### src/rtl/fetch_ctrl_pkg.sv
// fetch_ctrl_pkg: shared state encodings and defaults for the fetch stage.
package fetch_ctrl_pkg;
  localparam logic [1:0] ST_IDLE  = 2'd0;
  localparam logic [1:0] ST_FETCH = 2'd1;
  localparam logic [1:0] ST_HOLD  = 2'd2;
  localparam logic [1:0] ST_HALT  = 2'd3;
  typedef enum logic [1:0] {
    S_IDLE  = ST_IDLE,
    S_FETCH = ST_FETCH,
    S_HOLD  = ST_HOLD,
    S_HALT  = ST_HALT
  } state_t;
  localparam logic [31:0] DEF_RESET_PC = 32'h0000_3000;
  localparam int INST_W = 32;
  localparam int DEF_TIMEOUT_CYCLES = 16;
endpackage

### src/rtl/fetch_watchdog.sv
// fetch_watchdog: counts FETCH cycles without ack; expired marks the final allowed miss.
module fetch_watchdog
  import fetch_ctrl_pkg::*;
#(
  parameter int LIMIT = DEF_TIMEOUT_CYCLES
) (
  input  logic clk,
  input  logic rst,
  input  logic i_en,
  input  logic i_clr,
  output logic o_expired
);
  localparam int CW = $clog2(LIMIT + 1);
  logic [CW-1:0] r_cnt;
  always_ff @(posedge clk or posedge rst) begin
    if (rst) r_cnt <= '0;
    else if (i_clr) r_cnt <= '0;
    else if (i_en) r_cnt <= r_cnt + 1'b1;
  end
  // asserted during the LIMIT-th miss so the fault lands on that edge
  assign o_expired = i_en && (r_cnt == CW'(LIMIT - 1));
endmodule

### src/rtl/fetch_ctrl.sv
// fetch_ctrl: handshaked instruction-fetch sequencer owning the PC.
// Optional memory timeout fault enabled by defining FETCH_CTRL_TIMEOUT_EN.
module fetch_ctrl
  import fetch_ctrl_pkg::*;
#(
  parameter logic [31:0] RESET_PC = DEF_RESET_PC,
  parameter int TIMEOUT_CYCLES = DEF_TIMEOUT_CYCLES
) (
  input  logic              clk,
  input  logic              rst,
  output logic              imem_req,
  output logic [31:0]       imem_addr,
  input  logic              imem_ack,
  input  logic [INST_W-1:0] imem_rdata,
  output logic [INST_W-1:0] inst,
  output logic              inst_valid,
  input  logic              inst_ready,
  output logic [31:0]       pc,
  input  logic [31:0]       next_pc,
  input  logic              halt,
  output logic              misaligned,
  output logic              imem_fault,
  output logic [31:0]       retired
);
  state_t r_state;
  logic [31:0] r_pc;
  logic [INST_W-1:0] r_inst;
  logic [31:0] r_retired;
  logic r_misaligned;
  logic r_fault;
  logic w_expired;
`ifdef FETCH_CTRL_TIMEOUT_EN
  fetch_watchdog #(.LIMIT(TIMEOUT_CYCLES)) u_watchdog (
    .clk       (clk),
    .rst       (rst),
    .i_en      (r_state == S_FETCH && !imem_ack),
    .i_clr     (r_state != S_FETCH),
    .o_expired (w_expired)
  );
`else
  logic w_unused_timeout;
  assign w_unused_timeout = TIMEOUT_CYCLES[0];
  assign w_expired = 1'b0;
`endif
  always_ff @(posedge clk or posedge rst) begin
    if (rst) begin
      r_state      <= S_IDLE;
      r_pc         <= RESET_PC;
      r_inst       <= '0;
      r_retired    <= '0;
      r_misaligned <= 1'b0;
      r_fault      <= 1'b0;
    end else begin
      r_misaligned <= 1'b0;
      case (r_state)
        S_IDLE: if (!halt) r_state <= S_FETCH;
        S_FETCH: begin
          // ack takes priority over a simultaneous timeout
          if (imem_ack) begin
            r_inst  <= imem_rdata;
            r_state <= S_HOLD;
          end else if (w_expired) begin
            r_fault <= 1'b1;
            r_state <= S_HALT;
          end
        end
        S_HOLD: begin
          if (inst_ready) begin
            r_pc         <= {next_pc[31:2], 2'b00};
            r_retired    <= r_retired + 32'd1;
            r_misaligned <= |next_pc[1:0];
            r_state      <= halt ? S_HALT : S_FETCH;
          end
        end
        S_HALT: if (!halt && !r_fault) r_state <= S_FETCH;
        default: r_state <= S_IDLE;
      endcase
    end
  end
  assign imem_req   = r_state == S_FETCH;
  assign imem_addr  = r_pc;
  assign pc         = r_pc;
  assign inst       = r_inst;
  assign inst_valid = r_state == S_HOLD;
  assign misaligned = r_misaligned;
  assign imem_fault = r_fault;
  assign retired    = r_retired;
endmodule
### config.mk
export PLATFORM = sky130hd
export DESIGN_NAME = fetch_ctrl
export DESIGN_NICKNAME = d
export VERILOG_FILES = /design/src/rtl/fetch_ctrl_pkg.sv /design/src/rtl/fetch_watchdog.sv /design/src/rtl/fetch_ctrl.sv
export SDC_FILE = /design/constraint.sdc
export NUM_CORES = 1
export LEC_CHECK = 0
export ABC_AREA = 1
export CORE_ASPECT_RATIO = 1.5
export CORE_MARGIN = 5
export CORE_UTILIZATION = 35
export DETAILED_ROUTE_END_ITERATION = 8
export MAX_ROUTING_LAYER = met4
export PLACE_DENSITY = 0.72
export SKIP_CTS_REPAIR_TIMING = 1
export SYNTH_ARGS = -nofsm -noshare
export SYNTH_HDL_FRONTEND = slang
export SYNTH_HIERARCHICAL = 1
export SYNTH_SLANG_ARGS = --single-unit
### constraint.sdc
create_clock -name clk -period 2.75 [get_ports clk]
set_input_delay 0.4125 -clock clk [delete_from_list [all_inputs] [get_ports clk]]
set_output_delay 0.4125 -clock clk [all_outputs]
set_load 0.01 [all_outputs]
==> key figures, run 1 <==
Hold path
  • Hold Path Class: in2async

Place
  • Placed Area: 0.006524 mm²
  • GP Congestion: 0.8769
  • DP Worst Slack: 0.7031 ns
  • IO buf count: 195
  • Placed wire-length estimate: 10.12 mm

Timing
  • Slew headroom: 61.63%
  • Final setup violation count: 0
  • RSZ-0062 raised after global routing: false
  • Worst-margin pin slew: 0.5744 ns
  • Tmin final: 1.998 ns
  • Final WS setup: 0.7522 ns
  • Final Hold Viols: 0
  • Total negative slack: 0 ns
  • Max Slew Vio Count: 0
  • Fin Clk Skew: 0.006387 ns
  • Tcrit/Tclk final: 72.65%
  • Maximum clock frequency: 500.6 MHz

Setup path
  • CP Class: reg2out
  • Worst path top cell family by delay: buffers and inverters
  • Crit end category: primary output
  • Critical path's slowest cell: clkdlybuf4s50_1
  • Buf/Inv on CP: 2
  • Worst Path Max Fanout: 4
  • Worst path cell trace: inv_1 > ha_1 > clkdlybuf4s50_1
  • CP Launch Type: flip-flop
  • Worst EP required: 2.34 ns
  • Worst EP arrival: 1.59 ns
  • Crit path largest cell delay: 0.58 ns

Synthesis
  • Mapped Avg Cell Area: 9.381 µm²
  • Unique masters post-synth: 29
  • Mapped cell area: 0.004597 mm²
  • Compound-cell area share of the yosys netlist: 0.6260%
  • Yosys warns: 6
  • Sequential-to-total area share from yosys stat: 52.86%
  • Yosys reg bits: 97
  • Adder-cell area share of the yosys netlist: 0.8165%
  • Largest family of logic cells by synthesized area: simple AND/OR/NAND/NOR gates
  • Multiplexer share of the synthesized area: 7.839%
  • Post-synthesis xor/xnor area fraction: 3.239%
  • Simple logic cell fraction of the synthesized area: 24.90%
  • Cells after synthesis: 490

Global routing
  • Antenna violations before repair: 0
  • Total GRT Usage: 16.86%
  • Largest net degree at the start of global routing: 33
  • Vias in the first global route: 4060
  • Grt total ovfl: 0
  • First-pass GRT wire length: 20.49 mm

Floorplan
  • Die Footprint: 0.01557 mm²
  • Die Y: 150.4 µm
  • Die width: 103.6 µm
  • Row count: 51
  • Ports: 201
  • Initial core utilization: 35.49%
  • Core area: 0.01295 mm²

Final layout
  • Multi-input logic area: 0.001739 mm²
  • Commonest non-fill, non-tap cells in the layout: 195 x clkdlybuf4s50_1, 174 x nand2_1, 95 x dfrtp_1, 34 x inv_1, 32 x mux2_2
  • Fillers: 1195
  • Syn-to-layout area delta: 48.34%
  • Commonest non-fill, non-tap cell in the layout: clkdlybuf4s50_1
  • Share of the core filled with cells: 52.64%
  • Final Instance Area: 0.006819 mm²
  • Antenna Diode Count: 0
  • Nets: 734
  • Layout cells sized above 1: 12.14%
  • FF/Latch Area: 0.002430 mm²

Routing
  • DR iter-0 viols: 77
  • Routed length per instance: 15.53 µm
  • Residual DRC: 0
  • Routed Wire Length: 12.83 mm
  • Via density: 4.614
  • DRT Pass-1 Iters: 5
  • Antenna-violating nets left: 0
  • Vias: 3811

Status
  • Outcome: finished, final reports clean

CTS
  • Clk sinks: 97
  • Clock-pin slew on the worst setup and hold paths: 0.06 ns
  • Skew-Pair Late Insertion Delay: 0.34 ns
  • H-tree levels: 3
  • CTS Buffer Depth: 2
  • CTS buffer count: 9
  • CTS tree: done
  • Root buffer cell: clkbuf_16

Power and ir drop
  • Leak pwr: 3.082 nW
  • Power Density: 923.3 mW/mm²
  • Worst IR drop on VDD: 0.5493 mV
  • Tot Pwr: 6.296 mW

Job
  • Maxcap violations: 0
-- synth_stat cells (all sizes together) --
master	count	area share, %
nor2	45	5.6
and2	1	0.14
o22ai	1	0.14
nand3b	6	0.98
inv	36	2.9
buf	39	6.2
mux2	32	7.8
conb	1	0.082
xnor2	10	1.9
nand3	17	2.1
o31ai	1	0.16
nand2	180	15
clkbuf	6	0.49
nor3	1	0.22
o21ai	3	0.33
dfstp	2	1.1
ha	3	0.82
xor2	7	1.3
dfrtp	95	52
nand4	4	0.54
-- routing by layer --
layer,track usage (%),vias up,routed length [µm]
li1,-,1820,-
met1,17.24,1820,4608
met2,29.34,145,6952
met3,5.277,26,862
met4,8.011,0,404
met5,-,-,0
-- where the power goes --
part / switching [mW] / internal, mW
Sequential: 0.354 / 1.93
Clock: 0.541 / 0.707
Combinational: 1.13 / 1.63
Total: 2.03 / 4.27
-- registers in the layout, indices dropped and copies added, names as in the netlist --
name / count
inst: 32
retired: 32
imem_addr: 30
r_state: 2
misaligned: 1
-- cells by family after synthesis --
logic type / Yosys count
simple gates: 254
flops: 97
buf+inv: 81
mux: 32
xor+xnor: 17
compound gates: 5
fa+ha+maj: 3
other cells: 1
-- cell type report --
class | count | area share, %
Clock inverter | 6 | 0.9725
Multi-Input combinational cell | 316 | 25.50
Clock buffer | 10 | 3.358
Tap cell | 159 | 2.917
Inverter | 36 | 2.037
Sequential cell | 97 | 35.63
Timing Repair Buffer | 202 | 29.58
-- final timing paths --
path	start	to	slack, ns	cells after the start
setup / recovery	r_state[1]$_DFFE_PP0P_	imem_req	0.75	3
hold / removal	rst	imem_addr[31]$_DFFE_PP0P_	0.48	2
max in group asynchronous	rst	imem_addr[12]$_DFFE_PP1P_	1.56	3
hold reg to reg	imem_addr[13]$_DFFE_PP1P_	imem_addr[13]$_DFFE_PP1P_	0.48	2
setup reg to reg	r_state[0]$_DFFE_PP0P_	retired[18]$_DFFE_PP0P_	0.97	9
min in group clk	imem_addr[13]$_DFFE_PP1P_	imem_addr[13]$_DFFE_PP1P_	0.48	2
-- worst register-to-register path, delay by kind of cell, from the launching register on --
kind,cells,cell delay [ns]
simple gates,6,0.80
flops,1,0.40
buf+inv,2,0.29
fa+ha+maj,1,0.19
-- stage by stage --
step                std cells  hold WS (ns)
floorplan                 494        0.4772
global placement          810        0.4666
detailed placement        810        0.4697
global route              826        0.5105
CTS                       826        0.4826
finish                    826        0.4843
Note: power is estimated with default switching activity, not from simulation.
==> run 2, diff against run 1 <==
Settings changed: PLACE_DENSITY 0.72 to 0.7.
Clock period 2.75 ns to 2 ns, I/O delays scaled along.
==> run 2 against run 1 <==
Global-route usage about the same. Die area stayed put. Register-to-register slack worse by 0.61 ns. Critical endpoint unchanged. Largest power group unchanged. First-iteration DRC count down 1.3%. Highest routed layer unchanged. Worst hold slack got worse by 0.11 ns. Sequential share of layout area fell by 0.16 points. Sequential power rose by 37%.
==> key figures, run 2 (synthesis results as in run 1) <==
Routing
  • Via density: 4.615 (about the same)
  • Vias: 3817 (+0.16%)
  • DRT Pass-1 Iters: 4 (-1)
  • Residual DRC: 0 (unchanged)
  • Antenna-violating nets left: 0 (unchanged)
  • DR iter-0 viols: 76 (-1.3%)
  • Routed length per instance: 15.64 µm (+0.69%)
  • Routed Wire Length: 12.93 mm (+0.81%)

Setup path
  • CP Launch Type: flip-flop
  • Worst Path Max Fanout: 4 (unchanged)
  • Worst path cell trace: inv_1 > ha_1 > clkdlybuf4s50_1
  • Crit path largest cell delay: 0.58 ns (about the same)
  • Crit end category: primary output
  • Critical path's slowest cell: clkdlybuf4s50_1
  • Worst EP arrival: 1.58 ns (about the same)
  • Worst EP required: 1.70 ns (-0.64 ns)
  • CP Class: reg2out

Timing
  • Total negative slack: 0 ns (unchanged)
  • Max Slew Vio Count: 0 (unchanged)
  • Tcrit/Tclk final: 94.09%
  • Slew headroom: 62.81% (+1.2 points)
  • Final setup violation count: 0 (unchanged)
  • Final Hold Viols: 0 (unchanged)
  • Tmin final: 1.882 ns
  • Maximum clock frequency: 531.4 MHz
  • Worst-margin pin slew: 0.5567 ns (-0.01773 ns)
  • RSZ-0062 raised after global routing: false
  • Fin Clk Skew: 0.009975 ns (+0.003588 ns)
  • Final WS setup: 0.1182 ns (-0.6340 ns)

Power and ir drop
  • Power Density: 1276 mW/mm² (+38%)
  • Worst IR drop on VDD: 0.6942 mV (+26%)
  • Internal power: 5.924 mW (+39%)
  • Combinational cell fraction of total power: 43.8% (about the same)
  • Clock share of power: 20.3% (+0.5 points)
  • Leak pwr: 3.098 nW (+0.51%)
  • Switching power: 2.816 mW (+39%)
  • Sw Share: 32.22% (+0.035 points)
  • Register share of total power: 35.9% (-0.4 points)

Final layout
  • Syn-to-layout area delta: 48.99%
  • Fillers: 1187 (-0.67%)
  • Commonest non-fill, non-tap cell in the layout: clkdlybuf4s50_1
  • Layout cells sized above 1: 12.28% (+0.13 points)
  • Multi-input logic area: 0.001739 mm² (unchanged)
  • FF/Latch Area: 0.002430 mm² (unchanged)
  • Nets: 735 (+0.14%)
  • Antenna Diode Count: 0 (unchanged)
  • Commonest non-fill, non-tap cells in the layout: 195 x clkdlybuf4s50_1, 174 x nand2_1, 95 x dfrtp_1, 34 x inv_1, 32 x mux2_2

CTS
  • H-tree levels: 3 (unchanged)
  • CTS buffer count: 9 (unchanged)
  • CTS tree: done
  • Root buffer cell: clkbuf_16
  • CTS Buffer Depth: 2 (unchanged)
  • Skew-Pair Late Insertion Delay: 0.34 ns (about the same)
  • Clk sinks: 97 (unchanged)
  • Clock-pin slew on the worst setup and hold paths: 0.06 ns (about the same)

Floorplan
  • Initial core utilization: 35.49% (unchanged)
  • Core area: 0.01295 mm² (unchanged)
  • Row count: 51 (unchanged)
  • Die Y: 150.4 µm (unchanged)
  • Die width: 103.6 µm (unchanged)
  • Die Footprint: 0.01557 mm² (unchanged)
  • Ports: 201 (unchanged)

Job
  • Maxcap violations: 0 (unchanged)

Global routing
  • Met2 usage: 30.11% (+0.77 points)
  • First-pass GRT wire length: 20.53 mm (+0.20%)
  • GR Util met3: 4.590% (-0.69 points)
  • Vias in the first global route: 4112 (+1.3%)
  • Antenna violations before repair: 0 (unchanged)
  • Global route hottest layer: met2
  • Met1 usage: 17.44% (+0.20 points)
  • Total GRT Usage: 16.84% (-0.025 points)
  • Largest net degree at the start of global routing: 33 (unchanged)
  • Grt total ovfl: 0 (unchanged)

Hold path
  • Hold Path Class: in2async

Place
  • DP Worst Slack: 0.2439 ns (-0.4592 ns)
  • Placed wire-length estimate: 10.16 mm (+0.41%)
  • IO buf count: 195 (unchanged)
  • GP Congestion: 0.8802 (+0.38%)

Status
  • Outcome: finished, final reports clean
-- run 2: path summary, 6_finish.rpt --
kind / start / endpoint / cells after the start / slack [ns]
max in group asynchronous: rst / imem_addr[13]$_DFFE_PP1P_ / 3 / 1.04
hold / removal: rst / imem_addr[31]$_DFFE_PP0P_ / 2 / 0.37
setup reg to reg: r_state[0]$_DFFE_PP0P_ / retired[27]$_DFFE_PP0P_ / 9 / 0.36
setup / recovery: r_state[1]$_DFFE_PP0P_ / imem_req / 3 / 0.12
hold reg to reg: imem_addr[12]$_DFFE_PP1P_ / imem_addr[12]$_DFFE_PP1P_ / 2 / 0.49
min in group clk: next_pc[12] / imem_addr[12]$_DFFE_PP1P_ / 3 / 0.46
-- run 2: power by group through the flow --
stage / logic (mW) / clock network, mW / registers (mW)
floorplan: 1.59 / 0 / 3.40
finish: 3.83 / 1.77 / 3.14
global placement: 3.81 / 0 / 3.14
detailed placement: 3.88 / 0 / 3.18
CTS: 3.90 / 1.83 / 3.16
global route: 4.13 / 1.91 / 3.25
-- run 2: layout make-up --
cell class,count,share of cell area [%]
Clock inverter,5,0.9134
Inverter,36,2.028
Multi-Input combinational cell,316,25.39
Timing Repair Buffer,203,29.74
Sequential cell,97,35.48
Clock buffer,11,3.544
Tap cell,159,2.905
-- run 2: stage by stage --
| stage | power, mW | hold slack (ns) | std cells | util, % | area [µm²] |
|---|---|---|---|---|---|
| finish | 8.740 | 0.3704 | 827 | 52.87 | 6849 |
| detailed placement | 7.065 | 0.4786 | 811 | 50.52 | 6544 |
| global route | 9.288 | 0.4263 | 827 | 52.87 | 6849 |
| CTS | 8.886 | 0.3840 | 827 | 52.87 | 6849 |
| floorplan | 4.993 | 0.3917 | 494 | - | 4616 |
| global placement | 6.957 | 0.4729 | 811 | 50.52 | 6544 |
-- run 2: worst max-delay path: cells and delay by family, from the launching register on --
family	cells	cell delay, ns
fa+ha+maj	1	0.21
buf+inv	2	0.64
flops	1	0.40
-- run 2: routing by layer --
layer  wire length (µm)  up-vias
li1                   -     1816
met1               4808     1820
met2               6929      154
met3                795       27
met4                399        0
met5                  0        -
